`src/rtl/adder_seq_ctrl_if.sv`:
```
// Operand/result handshake bundle between a host and adder_seq_ctrl.
// The master drives operands and accepts results; the slave is the sequencer.
interface adder_seq_ctrl_if #(
    parameter int NBYTES = 4
);
    logic                  in_valid;
    logic                  in_ready;
    logic [8*NBYTES-1:0]   a;
    logic [8*NBYTES-1:0]   b;
    logic                  cin;
    logic                  out_valid;
    logic                  out_ready;
    logic [8*NBYTES-1:0]   sum;
    logic                  cout;
    logic                  ovf;
    logic                  busy;

    modport master (
        output in_valid, a, b, cin, out_ready,
        input  in_ready, out_valid, sum, cout, ovf, busy
    );

    modport slave (
        input  in_valid, a, b, cin, out_ready,
        output in_ready, out_valid, sum, cout, ovf, busy
    );
endinterface

```
`src/rtl/adder_seq_ctrl.sv`:
```
// Wide adder built by time-multiplexing one 8-bit ripple-carry adder,
// least-significant byte first, with valid/ready handshakes on both sides.

// Shared 8-bit ripple-carry adder datapath.
module adder_8bit (
    input  logic [7:0] a_i,
    input  logic [7:0] b_i,
    input  logic       cin_i,
    output logic [7:0] sum_o,
    output logic       cout_o
);
    logic [8:0] c;

    // Bit-serial carry ripple, fully combinational.
    always_comb begin
        c      = '0;
        sum_o  = '0;
        c[0]   = cin_i;
        for (int unsigned i = 0; i < 8; i++) begin
            sum_o[i] = a_i[i] ^ b_i[i] ^ c[i];
            c[i+1]   = (a_i[i] & b_i[i]) | (c[i] & (a_i[i] ^ b_i[i]));
        end
        cout_o = c[8];
    end
endmodule

module adder_seq_ctrl #(
    parameter int NBYTES = 4
) (
    input  logic               clk,
    input  logic               rst_n,
    adder_seq_ctrl_if.slave    bus
);
    localparam int IDXW = (NBYTES > 1) ? $clog2(NBYTES) : 1;
    localparam logic [IDXW-1:0] IDX_LAST = IDXW'(NBYTES - 1);

    typedef enum logic [1:0] {
        S_IDLE,
        S_RUN,
        S_DONE
    } state_t;

    state_t                  state_q, state_d;
    logic [IDXW-1:0]         idx_q, idx_d;
    logic [NBYTES-1:0][7:0]  a_q, a_d;
    logic [NBYTES-1:0][7:0]  b_q, b_d;
    logic [NBYTES-1:0][7:0]  sum_q, sum_d;
    logic                    carry_q, carry_d;
    logic                    cout_q, cout_d;
    logic                    ovf_q, ovf_d;

    logic [7:0]              add_a;
    logic [7:0]              add_b;
    logic [7:0]              add_sum;
    logic                    add_cout;
    logic                    a_msb;
    logic                    b_msb;

    assign add_a = a_q[idx_q];
    assign add_b = b_q[idx_q];
    assign a_msb = a_q[NBYTES-1][7];
    assign b_msb = b_q[NBYTES-1][7];

    adder_8bit u_adder (
        .a_i    (add_a),
        .b_i    (add_b),
        .cin_i  (carry_q),
        .sum_o  (add_sum),
        .cout_o (add_cout)
    );

    // State, operand, and result registers.
    always_ff @(posedge clk or negedge rst_n) begin
        if (!rst_n) begin
            state_q <= S_IDLE;
            idx_q   <= '0;
            a_q     <= '0;
            b_q     <= '0;
            sum_q   <= '0;
            carry_q <= 1'b0;
            cout_q  <= 1'b0;
            ovf_q   <= 1'b0;
        end else begin
            state_q <= state_d;
            idx_q   <= idx_d;
            a_q     <= a_d;
            b_q     <= b_d;
            sum_q   <= sum_d;
            carry_q <= carry_d;
            cout_q  <= cout_d;
            ovf_q   <= ovf_d;
        end
    end

    // Next-state logic: accept in IDLE, one byte per cycle in RUN, hold in DONE.
    always_comb begin
        state_d = state_q;
        idx_d   = idx_q;
        a_d     = a_q;
        b_d     = b_q;
        sum_d   = sum_q;
        carry_d = carry_q;
        cout_d  = cout_q;
        ovf_d   = ovf_q;

        unique case (state_q)
            S_IDLE: begin
                if (bus.in_valid) begin
                    a_d     = bus.a;
                    b_d     = bus.b;
                    carry_d = bus.cin;
                    idx_d   = '0;
                    state_d = S_RUN;
                end
            end
            S_RUN: begin
                sum_d[idx_q] = add_sum;
                carry_d      = add_cout;
                if (idx_q == IDX_LAST) begin
                    // idx stays on the last byte rather than wrapping.
                    cout_d  = add_cout;
                    ovf_d   = (a_msb == b_msb) && (add_sum[7] != a_msb);
                    state_d = S_DONE;
                end else begin
                    idx_d = idx_q + 1'b1;
                end
            end
            S_DONE: begin
                if (bus.out_ready) begin
                    state_d = S_IDLE;
                end
            end
            default: begin
                state_d = S_IDLE;
            end
        endcase
    end

    assign bus.in_ready  = (state_q == S_IDLE);
    assign bus.out_valid = (state_q == S_DONE);
    assign bus.busy      = (state_q == S_RUN) || (state_q == S_DONE);
    assign bus.sum       = sum_q;
    assign bus.cout      = cout_q;
    assign bus.ovf       = ovf_q;
endmodule

```
`src/flat_wrapper.sv`:
```
// flat-port wrapper written by rule: the top's interface ports become plain ports
module adder_seq_ctrl_flat 
#(
    parameter int NBYTES = 4
)
  (clk, rst_n, bus_in_valid, bus_a, bus_b, bus_cin, bus_out_ready, bus_in_ready, bus_out_valid, bus_sum, bus_cout, bus_ovf, bus_busy);
  adder_seq_ctrl_if #(.NBYTES(NBYTES)) bus_i ();
  input  logic clk;
  input  logic rst_n;
  input wire logic [$bits(bus_i.in_valid)-1:0] bus_in_valid;
  input wire logic [$bits(bus_i.a)-1:0] bus_a;
  input wire logic [$bits(bus_i.b)-1:0] bus_b;
  input wire logic [$bits(bus_i.cin)-1:0] bus_cin;
  input wire logic [$bits(bus_i.out_ready)-1:0] bus_out_ready;
  output wire logic [$bits(bus_i.in_ready)-1:0] bus_in_ready;
  output wire logic [$bits(bus_i.out_valid)-1:0] bus_out_valid;
  output wire logic [$bits(bus_i.sum)-1:0] bus_sum;
  output wire logic [$bits(bus_i.cout)-1:0] bus_cout;
  output wire logic [$bits(bus_i.ovf)-1:0] bus_ovf;
  output wire logic [$bits(bus_i.busy)-1:0] bus_busy;
  assign bus_i.in_valid = bus_in_valid;
  assign bus_i.a = bus_a;
  assign bus_i.b = bus_b;
  assign bus_i.cin = bus_cin;
  assign bus_i.out_ready = bus_out_ready;
  assign bus_in_ready = bus_i.in_ready;
  assign bus_out_valid = bus_i.out_valid;
  assign bus_sum = bus_i.sum;
  assign bus_cout = bus_i.cout;
  assign bus_ovf = bus_i.ovf;
  assign bus_busy = bus_i.busy;
  adder_seq_ctrl #(.NBYTES(NBYTES)) u_core (.clk(clk), .rst_n(rst_n), .bus(bus_i));
endmodule
```
`config.mk`:
```
export PLATFORM = sky130hd
export DESIGN_NAME = adder_seq_ctrl_flat
export DESIGN_NICKNAME = d
export VERILOG_FILES = /design/src/rtl/adder_seq_ctrl_if.sv /design/src/rtl/adder_seq_ctrl.sv /design/src/flat_wrapper.sv
export SDC_FILE = /design/constraint.sdc
export NUM_CORES = 1
export LEC_CHECK = 0
export CAP_MARGIN = 20
export CORE_UTILIZATION = 50
export CTS_BUF_LIST = sky130_fd_sc_hd__clkbuf_4 sky130_fd_sc_hd__clkbuf_8
export CTS_CLUSTER_DIAMETER = 100
export DETAILED_ROUTE_END_ITERATION = 8
export PLACE_DENSITY_LB_ADDON = 0.15
export REMOVE_ABC_BUFFERS = 1
export SLEW_MARGIN = 30
export SYNTH_ARGS = -nofsm -noshare
export SYNTH_HDL_FRONTEND = slang
export SYNTH_SLANG_ARGS = --single-unit
```
`constraint.sdc`:
```
create_clock -name clk -period 14.2 [get_ports clk]
set_input_delay 2.13 -clock clk [delete_from_list [all_inputs] [get_ports clk]]
set_output_delay 2.13 -clock clk [all_outputs]
set_load 0.05 [all_outputs]
```
==> flow_summary.toml, run 1 <==
[flow_run]
max-cap-violations = 0

[layout]
area_growth_pct = 28.88
stdcell_count = 534
layout-drive-gt1-share_pct = 31.36
fill_cells = 682
n_antenna_cell = 0
post-route-util_pct = 66.47
final_cell_area_um2 = 6142
nNetsFinal = 484

[worst_setup_path]
cp.required_ns = 14.42
cp.arrival_ns = 5.31
path_max_fanout = 10
path_class = "register to register"
setup.worst_path.start_class = "register"
rrSetupSlack_ns = 9.12
end_kind = "register"

[detailed_routing]
routed_via_density = 5.066
drc = 0
vias = 2705
drt-wirelength-per-cell_um = 16.66
drtIter0Drc = 88
finalWirelength_um = 8898
detail-route-antenna-nets = 0
drtPass1Iterations = 4

[timing]
slew_violations = 0
finalSetupViolCount = 0
rsz0062_at_grt = "no"
hold_viol = 0
timing.final.crit_share_pct = 35.80
tns_ns = 0
fin_skew_ns = 0.007775
layout_min_cycle_time_ns = 5.084
worst_slew_pin_slew_ns = 0.7145
clock.fmax_mhz = 196.7
max_slew_margin_pct = 52.37

[global_route]
grt_pass1_wl_um = 15010
grt_util_met1_pct = 27.29
grt.met3_usage_pct = 4.919
grt_antenna_before_repair = 0
grt_pass1_vias = 2936
gr-max-usage-layer = "met2"
grtUsageMet2_pct = 32.37
track_usage_pct = 20.02
grt_max_degree = 66
gr-total-overflow = 0

[power]
p_int_mw = 1.044
irDropWorstVdd_v = 0.0001446
power.density_nw_per_um2 = 282.1
clkPwrFrac_pct = 12.2
power_mw = 1.733
seqPwrFrac_pct = 31.4
p_sw_share_pct = 39.74
p_switching_mw = 0.6885
power_frac_comb_pct = 56.4
power_leakage_nw = 2.731

[floorplan]
die_area_um2 = 9926
start_util_pct = 51.58
rows = 35
ios = 106
die_y_um = 99.63
core_area_um2 = 9240
die_width_um = 99.63

[clock_network]
htree_levels = 3
post-cts-setup-buffer-count = 0
clk_path_buf_depth = 2
clk_pin_slew_ns = 0.09
cts.sinks = 103
cts_resized = 0
clk_latency_ns = 0.36
cts.hold.buffers_added = 0
cts_root_buf = "clkbuf_8"
cts_buffers = 9
cts_tree = "done"

[synth]
synth_cells = 294
synth-seq-cells = 103
yosysWarnings = 0
avgSynthCellArea_um2 = 16.21
yosysUniqueCellTypes = 26
synth.cell_area_um2 = 4766
seq_area_frac_synth_pct = 54.08

[run_status]
status = "complete, no violations"

[placement]
place.gp.congestion = 0.7377
post-place-cells = 518
place_hpwl_um = 6324
dpl_cell_area_um2 = 5901
portBuffers = 105

[min_path]
hold_class = "register to register"
-- cells by family after synthesis --
logic type | after synthesis | synth area share (%)
DFF | 103 | 54.08
muxes | 105 | 32.45
and+or+nand+nor | 26 | 2.442
adders and majority gates | 15 | 5.198
buffers and inverters | 25 | 3.334
AOI/OAI and AO/OA | 20 | 2.494
-- Yosys cell counts --
cell / number / share of area, %
fa_1: 8 / 3.4
a211oi_1: 1 / 0.16
mux2_2: 40 / 9.5
nand2b_1: 2 / 0.26
buf_4: 1 / 0.16
o211ai_1: 1 / 0.16
or2_2: 1 / 0.13
a22o_1: 1 / 0.18
buf_12: 1 / 0.42
mux4_2: 16 / 7.6
o21ai_0: 12 / 1.3
a22oi_1: 1 / 0.16
a31oi_1: 2 / 0.26
dfrtp_1: 103 / 54
buf_6: 5 / 1.2
nand2_1: 16 / 1.3
nor2b_1: 2 / 0.26
o22ai_1: 1 / 0.13
buf_2: 6 / 0.63
ha_1: 7 / 1.8
o2bb2ai_1: 1 / 0.18
inv_1: 12 / 0.95
mux2_4: 49 / 15
and3_1: 2 / 0.26
nor3_1: 1 / 0.10
nor2_1: 2 / 0.16
-- per-layer routing --
layer	wire, um	up-vias
met4	122	0
li1	-	1258
met1	4077	1369
met3	342	10
met2	4356	68
met5	0	-
-- placed cells by master, fill, tap and decap left out --
cell / Yosys / routed
ha_1: 7 / 7
nor3_1: 1 / 1
clkbuf_8: 0 / 12
clkdlybuf4s50_1: 0 / 104
nor2b_1: 2 / 2
clkinv_4: 0 / 1
or2_2: 1 / 1
a22oi_1: 1 / 1
mux2_2: 40 / 40
bufinv_16: 0 / 2
fa_1: 8 / 8
dfrtp_1: 103 / 103
buf_4: 1 / 4
o211ai_1: 1 / 1
o2bb2ai_1: 1 / 1
and3_1: 2 / 2
mux2_4: 49 / 49
a211oi_1: 1 / 1
o21ai_0: 12 / 12
inv_1: 12 / 12
nor2_1: 2 / 2
nand2_1: 16 / 15
mux4_2: 16 / 16
o22ai_1: 1 / 1
clkinvlp_4: 0 / 1
nand2b_1: 2 / 2
nand2_8: 0 / 1
a31oi_1: 2 / 2
a22o_1: 1 / 1
-- path summary, 6_finish.rpt --
kind                                                start                             end  depth (start not counted)
max                           u_core.idx_q[0]$_DFFE_PN0P_      u_core.bus.ovf$_DFFE_PN0P_                         15
min                        u_core.bus.sum[23]$_DFFE_PN0P_  u_core.bus.sum[23]$_DFFE_PN0P_                          2
max reg2reg                   u_core.idx_q[0]$_DFFE_PN0P_      u_core.bus.ovf$_DFFE_PN0P_                         15
min reg2reg                u_core.bus.sum[23]$_DFFE_PN0P_  u_core.bus.sum[23]$_DFFE_PN0P_                          2
max in group asynchronous                           rst_n  u_core.bus.sum[20]$_DFFE_PN0P_                          2
min in group asynchronous                           rst_n       u_core.a_q[8]$_DFFE_PN0P_                          1
-- sequential cells by signal, indices dropped and copies added, names as in the netlist --
register and count:
u_core.a_msb 1, u_core.a_q 31, u_core.b_msb 1, u_core.b_q 31, u_core.bus.cout 1, u_core.bus.ovf 1
u_core.bus.sum 32, u_core.carry_q 1, u_core.idx_q 2, u_core.state_q 2
-- stage by stage --
| step | hold slack [ns] | setup slack [ns] |
|---|---|---|
| floorplan | 0.4743 | 9.153 |
| global placement | 0.4657 | 9.103 |
| detailed placement | 0.4750 | 9.084 |
| CTS | 0.4972 | 9.052 |
| global route | 0.5236 | 8.771 |
| finish | 0.4975 | 9.116 |
-- final cells by class --
type,count,area [um2],share of cell area [%]
well taps,129,161.4,2.628
clock inverters,4,76.32,1.243
flip-flops and latches,103,2577,41.96
clock buffers,12,165.2,2.689
repair buffers,108,1071,17.44
multi-input cells,166,2046,33.31
inverters,12,45.04,0.7333
-- power groups by stage --
| stage | combinational, mW | sequential (mW) | clock, mW |
|---|---|---|---|
| after detailed placement | 0.985 | 0.552 | 0 |
| after global routing | 1.06 | 0.565 | 0.230 |
| after floorplan | 0.585 | 0.688 | 0 |
| final | 0.976 | 0.545 | 0.212 |
| after global placement | 0.971 | 0.546 | 0 |
| after CTS | 0.989 | 0.547 | 0.216 |
-- critical path: stages, from the launching register on --
cell and delay, ns:
dfrtp_1 0.74, mux4_2 0.60, fa_1 0.45, fa_1 0.39, fa_1 0.40, fa_1 0.40
fa_1 0.37, inv_1 0.07, fa_1 0.17, inv_1 0.06, fa_1 0.37, inv_1 0.08
fa_1 0.47, and3_1 0.21, nor2_1 0.09, o21ai_0 0.08
(Power assumes the default switching activity.)
==> run 2: changes to the inputs <==
--- a/config.mk
+++ b/config.mk
@@ -6,7 +6,7 @@
 export NUM_CORES = 1
 export LEC_CHECK = 0
 export CAP_MARGIN = 20
-export CORE_UTILIZATION = 50
+export CORE_UTILIZATION = 47
 export CTS_BUF_LIST = sky130_fd_sc_hd__clkbuf_4 sky130_fd_sc_hd__clkbuf_8
 export CTS_CLUSTER_DIAMETER = 100
 export DETAILED_ROUTE_END_ITERATION = 8
==> constraint.sdc (replaced) <==
create_clock -name clk -period 4.4 [get_ports clk]
set_input_delay 0.66 -clock clk [delete_from_list [all_inputs] [get_ports clk]]
set_output_delay 0.66 -clock clk [all_outputs]
set_load 0.05 [all_outputs]
==> run 2 against run 1 <==
- critical endpoint unchanged
- critical path depth did not move
- clock skew grew 0.0070 ns
- via count grew 0.89%
- power increased to 3.3 times the previous value
- highest routed layer unchanged
- largest power group unchanged
- worst hold slack lost 0.19 ns
- largest cell class unchanged
==> flow_summary.toml, run 2 (same netlist as run 1, synthesis figures left out) <==
[run_status]
status = "complete, no violations"

[worst_setup_path]
cp.arrival_ns = 4.56
end_kind = "register"
r2r_cells = 15
setup.worst_path.start_class = "register"
critPathBufInv = 3
path_cells = "mux4_2 -> fa_2 -> fa_2 -> fa_2 -> fa_2 -> fa_2 -> inv_2 -> fa_1 -> inv_2 -> fa_2 -> inv_2 -> fa_1 -> and3_1 -> nor2_1 -> o21ai_0"
cpMostUsedCell = "fa_2"
cp.required_ns = 4.61
path_depth = 15
cpPeakStageDelay_ns = 0.54
path_class = "register to register"
cpMaxStageDelayCell = "mux4_2"
cp_top_family = "adder cells"
path_max_fanout = 3

[min_path]
hold_class = "input pin to asynchronous set/reset pin"

[placement]
place_hpwl_um = 6661
dpl_cell_area_um2 = 5928
portBuffers = 105
place.gp.congestion = 0.7757
post-place-cells = 525

[layout]
largest_reg_flops = 32
nNetsFinal = 487
layout_common_cells = "clkdlybuf4s50_1, dfrtp_1, mux2_4"
final_cell_area_um2 = 6145
layout-drive-gt1-share_pct = 34.07
n_antenna_cell = 0
area_growth_pct = 28.93
final_common_cell = "clkdlybuf4s50_1"
stdcell_count = 541
fill_cells = 794

[detailed_routing]
drtPass1Iterations = 4
vias = 2729
detail-route-antenna-nets = 0
drt-wirelength-per-cell_um = 17.14
drc = 0
drtIter0Drc = 66
finalWirelength_um = 9273
routed_via_density = 5.044

[floorplan]
core_area_um2 = 9819
start_util_pct = 48.53
ios = 106
die_y_um = 102.7
die_width_um = 102.7
die_area_um2 = 10550
rows = 36

[clock_network]
clk_pin_slew_ns = 0.10
cts_buffers = 9
post-cts-setup-buffer-count = 0
clk_latency_ns = 0.35
cts.hold.buffers_added = 0
clk_path_buf_depth = 2
htree_levels = 3
cts_tree = "done"
cts_root_buf = "clkbuf_8"
cts.sinks = 103

[global_route]
grt_pass1_wl_um = 15040
grt_max_degree = 72
track_usage_pct = 19.27
grt_util_met1_pct = 25.30
grtUsageMet2_pct = 33.03
grt_antenna_before_repair = 0
gr-max-usage-layer = "met2"
grt.met3_usage_pct = 3.458
gr-total-overflow = 0
grt_pass1_vias = 2910

[timing]
finalSetupViolCount = 0
worst_slew_pin_slew_ns = 0.6802
hold_viol = 0
max_slew_margin_pct = 54.65
timing.final.crit_share_pct = 98.81
layout_min_cycle_time_ns = 4.348
rsz0062_at_grt = "yes"
clock.fmax_mhz = 230.0
fin_skew_ns = 0.01474
slew_violations = 0

[power]
power_leakage_nw = 2.716
irDropWorstVdd_v = 0.0003640
power.density_nw_per_um2 = 924.1

[flow_run]
max-cap-violations = 0
## run 2: cell count changes in the layout (fill, tap and decap cells not counted), sizes merged
cell      before  now
clkinvlp       1    2
clkbuf        12   11
clkinv         1    2
bufinv         2    1
buf            4    7
## run 2: worst paths after layout
check | start | endpoint | slack, ns
worst min register to register | u_core.bus.ovf$_DFFE_PN0P_ | u_core.bus.ovf$_DFFE_PN0P_ | 0.49
min in group clk | u_core.bus.ovf$_DFFE_PN0P_ | u_core.bus.ovf$_DFFE_PN0P_ | 0.49
worst max register to register | u_core.idx_q[0]$_DFFE_PN0P_ | u_core.bus.ovf$_DFFE_PN0P_ | 0.05
worst max-delay path | u_core.idx_q[0]$_DFFE_PN0P_ | u_core.bus.ovf$_DFFE_PN0P_ | 0.05
worst min-delay path | rst_n | u_core.b_q[0]$_DFFE_PN0P_ | 0.31
max in group asynchronous | rst_n | u_core.b_q[4]$_DFFE_PN0P_ | 3.20
## run 2: layout make-up
| cell class | count | area [um2] | area share, % |
|---|---|---|---|
| Multi-Input combinational cell | 166 | 2061 | 33.54 |
| Tap cell | 133 | 166.4 | 2.708 |
| Inverter | 12 | 45.04 | 0.7330 |
| Clock buffer | 11 | 138.9 | 2.260 |
| Clock inverter | 5 | 58.81 | 0.9570 |
| Timing Repair Buffer | 111 | 1097 | 17.86 |
| Sequential cell | 103 | 2577 | 41.95 |
## run 2: report_power, final
| part | leakage, nW | switching [mW] | internal (mW) | total (mW) |
|---|---|---|---|---|
| sequential | 1.23 | 0.273 | 1.44 | 1.71 |
| clock | 0.0964 | 0.318 | 0.277 | 0.595 |
| combinational | 1.39 | 1.70 | 1.67 | 3.37 |
## run 2: timing repair
action	CTS	global route
gates resized for setup	8	4
setup endpoints to repair	5	5
pin swaps	2	2
## run 2: metrics by stage
step	total power [mW]	util, %	setup TNS [ns]	hold WS (ns)	worst slack (ns)
after detailed placement	5.056	60.37	-0.8960	0.4709	-0.2634
after global routing	6.075	62.58	-0.1862	0.3538	-0.1440
after global placement	4.953	60.28	-0.5649	0.4638	-0.2087
after CTS	5.728	62.54	0	0.4525	0.002594
after floorplan	4.107	-	-3.191	0.3644	-0.6473
final	5.678	62.58	0	0.3066	0.05247
## run 2: per-layer routing
metal	part of all wire (%)	wire length [um]	vias to the layer above
li1	-	-	1270
met1	44	4064	1395
met2	51	4775	58
met3	3.9	361	6
met4	0.78	72	0
met5	0	0	-
==> run 3: changes to the inputs <==
--- a/config.mk
+++ b/config.mk
@@ -6,7 +6,7 @@
 export NUM_CORES = 1
 export LEC_CHECK = 0
 export CAP_MARGIN = 20
-export CORE_UTILIZATION = 47
+export CORE_UTILIZATION = 50
 export CTS_BUF_LIST = sky130_fd_sc_hd__clkbuf_4 sky130_fd_sc_hd__clkbuf_8
 export CTS_CLUSTER_DIAMETER = 100
 export DETAILED_ROUTE_END_ITERATION = 8
==> constraint.sdc (replaced) <==
create_clock -name clk -period 4.9 [get_ports clk]
set_input_delay 0.735 -clock clk [delete_from_list [all_inputs] [get_ports clk]]
set_output_delay 0.735 -clock clk [all_outputs]
set_load 0.05 [all_outputs]
==> run 3 against run 2 <==
- via count rose by 0.51%
- die area fell by 5.9%
- worst hold slack better by 0.12 ns
- sequential share of layout area is 0.086 points higher
==> flow_summary.toml, run 3 (same netlist as run 1, synthesis figures left out) <==
[run_status]
status = "complete, no violations"

[detailed_routing]
detail-route-antenna-nets = 0
routed_via_density = 5.127
drtPass1Iterations = 4
finalWirelength_um = 8885
drc = 0
drt-wirelength-per-cell_um = 16.61
vias = 2743
drtIter0Drc = 40

[floorplan]
die_y_um = 99.63
ios = 106
rows = 35
start_util_pct = 51.58
die_width_um = 99.63
core_area_um2 = 9240
die_area_um2 = 9926

[clock_network]
cts.hold.buffers_added = 0
cts_root_buf = "clkbuf_8"
cts.sinks = 103
htree_levels = 3
cts_tree = "done"
cts_buffers = 9
clk_pin_slew_ns = 0.10
clk_latency_ns = 0.37
clk_path_buf_depth = 2

[layout]
stdcell_count = 535
final_common_cell = "clkdlybuf4s50_1"
area_growth_pct = 28.67
seq_area_um2 = 2577
layout_common_cells = "clkdlybuf4s50_1, dfrtp_1, mux2_4"
n_antenna_cell = 0
layout-drive-gt1-share_pct = 32.02
nNetsFinal = 485
largest_reg_flops = 32
multi_input_area_um2 = 2051
fill_cells = 666

[global_route]
track_usage_pct = 19.90
gr-total-overflow = 0
grt_max_degree = 66
grt_pass1_vias = 2954
grt_antenna_before_repair = 0
grt_pass1_wl_um = 14920

[timing]
fin_ws_ns = 0.2133
rsz0062_at_grt = "no"
hold_slack_ns = 0.4290
layout_min_cycle_time_ns = 4.687
tns_ns = 0
finalSetupViolCount = 0
max_slew_margin_pct = 50.14
hold_viol = 0
slew_violations = 0
timing.final.crit_share_pct = 95.65
worst_slew_pin_slew_ns = 0.7479
clock.fmax_mhz = 213.4
fin_skew_ns = 0.01342

[flow_run]
max-cap-violations = 0

[power]
seqPwrFrac_pct = 30.7
clkPwrFrac_pct = 11.3
power_leakage_nw = 2.723
irDropWorstVdd_v = 0.0003496
p_sw_share_pct = 40.34
p_switching_mw = 2.019
power.density_nw_per_um2 = 816.4
power_frac_comb_pct = 57.9
p_int_mw = 2.987

[worst_setup_path]
end_kind = "register"
cp.required_ns = 5.13
cp.arrival_ns = 4.92
r2r_cells = 15
path_class = "register to register"
path_max_fanout = 6
setup.worst_path.start_class = "register"

[placement]
place.gp.congestion = 0.7341
portBuffers = 105
post-place-cells = 519
place_hpwl_um = 6241
preCtsSetupSlack_ns = 0.1507

[min_path]
hold_class = "input pin to asynchronous set/reset pin"
-- run 3: cell types whose count changed in the layout (fill, tap and decap cells not counted), sizes merged --
| cell | previous run | this run |
|---|---|---|
| buf | 7 | 5 |
| inv | 12 | 14 |
| clkinvlp | 2 | 1 |
| clkinv | 2 | 1 |
-- run 3: what timing repair did --
| item | CTS | global route |
|---|---|---|
| buffers inserted | 0 | 0 |
| resized for setup | 0 | 3 |
| endpoints found under the setup margin | 0 | 1 |
-- run 3: path summary, 6_finish.rpt --
check,from,slack (ns),end
max,u_core.idx_q[0]$_DFFE_PN0P_,0.21,u_core.bus.ovf$_DFFE_PN0P_
min,rst_n,0.43,u_core.a_q[0]$_DFFE_PN0P_
max reg2reg,u_core.idx_q[0]$_DFFE_PN0P_,0.21,u_core.bus.ovf$_DFFE_PN0P_
min reg2reg,u_core.bus.sum[7]$_DFFE_PN0P_,0.48,u_core.bus.sum[7]$_DFFE_PN0P_
max in group asynchronous,rst_n,3.43,u_core.bus.cout$_DFFE_PN0P_
min in group clk,u_core.bus.sum[7]$_DFFE_PN0P_,0.48,u_core.bus.sum[7]$_DFFE_PN0P_
-- run 3: power groups by stage --
stage | Combinational, mW | Clock (mW) | Sequential, mW
after floorplan | 1.69 | 0 | 1.99
after global placement | 2.86 | 0 | 1.54
after detailed placement | 2.91 | 0 | 1.56
after CTS | 2.92 | 0.575 | 1.54
after global routing | 3.16 | 0.613 | 1.60
final | 2.90 | 0.566 | 1.54
-- run 3: stage by stage --
stage	area, um2	power [mW]	utilization (%)
final	6132	5.006	66.36
after global routing	6132	5.374	66.36
after CTS	6123	5.036	66.27
after detailed placement	5908	4.467	63.94
after global placement	5899	4.400	63.85
after floorplan	4652	3.688	-
-- run 3: area by class of cell --
type / instances / area share, %
Sequential cell: 103 / 42.03
Clock inverter: 5 / 1.041
Multi-Input combinational cell: 166 / 33.44
Timing Repair Buffer: 109 / 17.65
Inverter: 12 / 0.7345
Tap cell: 129 / 2.632
Clock buffer: 11 / 2.469
-- run 3: layer usage --
| metal | global-route usage [%] | part of all wire (%) |
|---|---|---|
| met1 | 26.01 | 45 |
| met3 | 5.833 | 4.6 |
| met4 | 6.222 | 1.2 |
| met5 | 0 | 0 |
| met2 | 32.26 | 49 |
-- run 3: worst max-delay path, cell delays in order (launching register included) --
cell,delay [ns]
dfrtp_1,0.43
mux4_2,0.54
fa_2,0.39
fa_1,0.40
fa_1,0.41
fa_1,0.41
fa_1,0.37
inv_1,0.08
fa_1,0.18
inv_1,0.06
fa_1,0.37
inv_1,0.09
fa_2,0.47
and3_1,0.20
nor2_1,0.10
o21ai_0,0.07
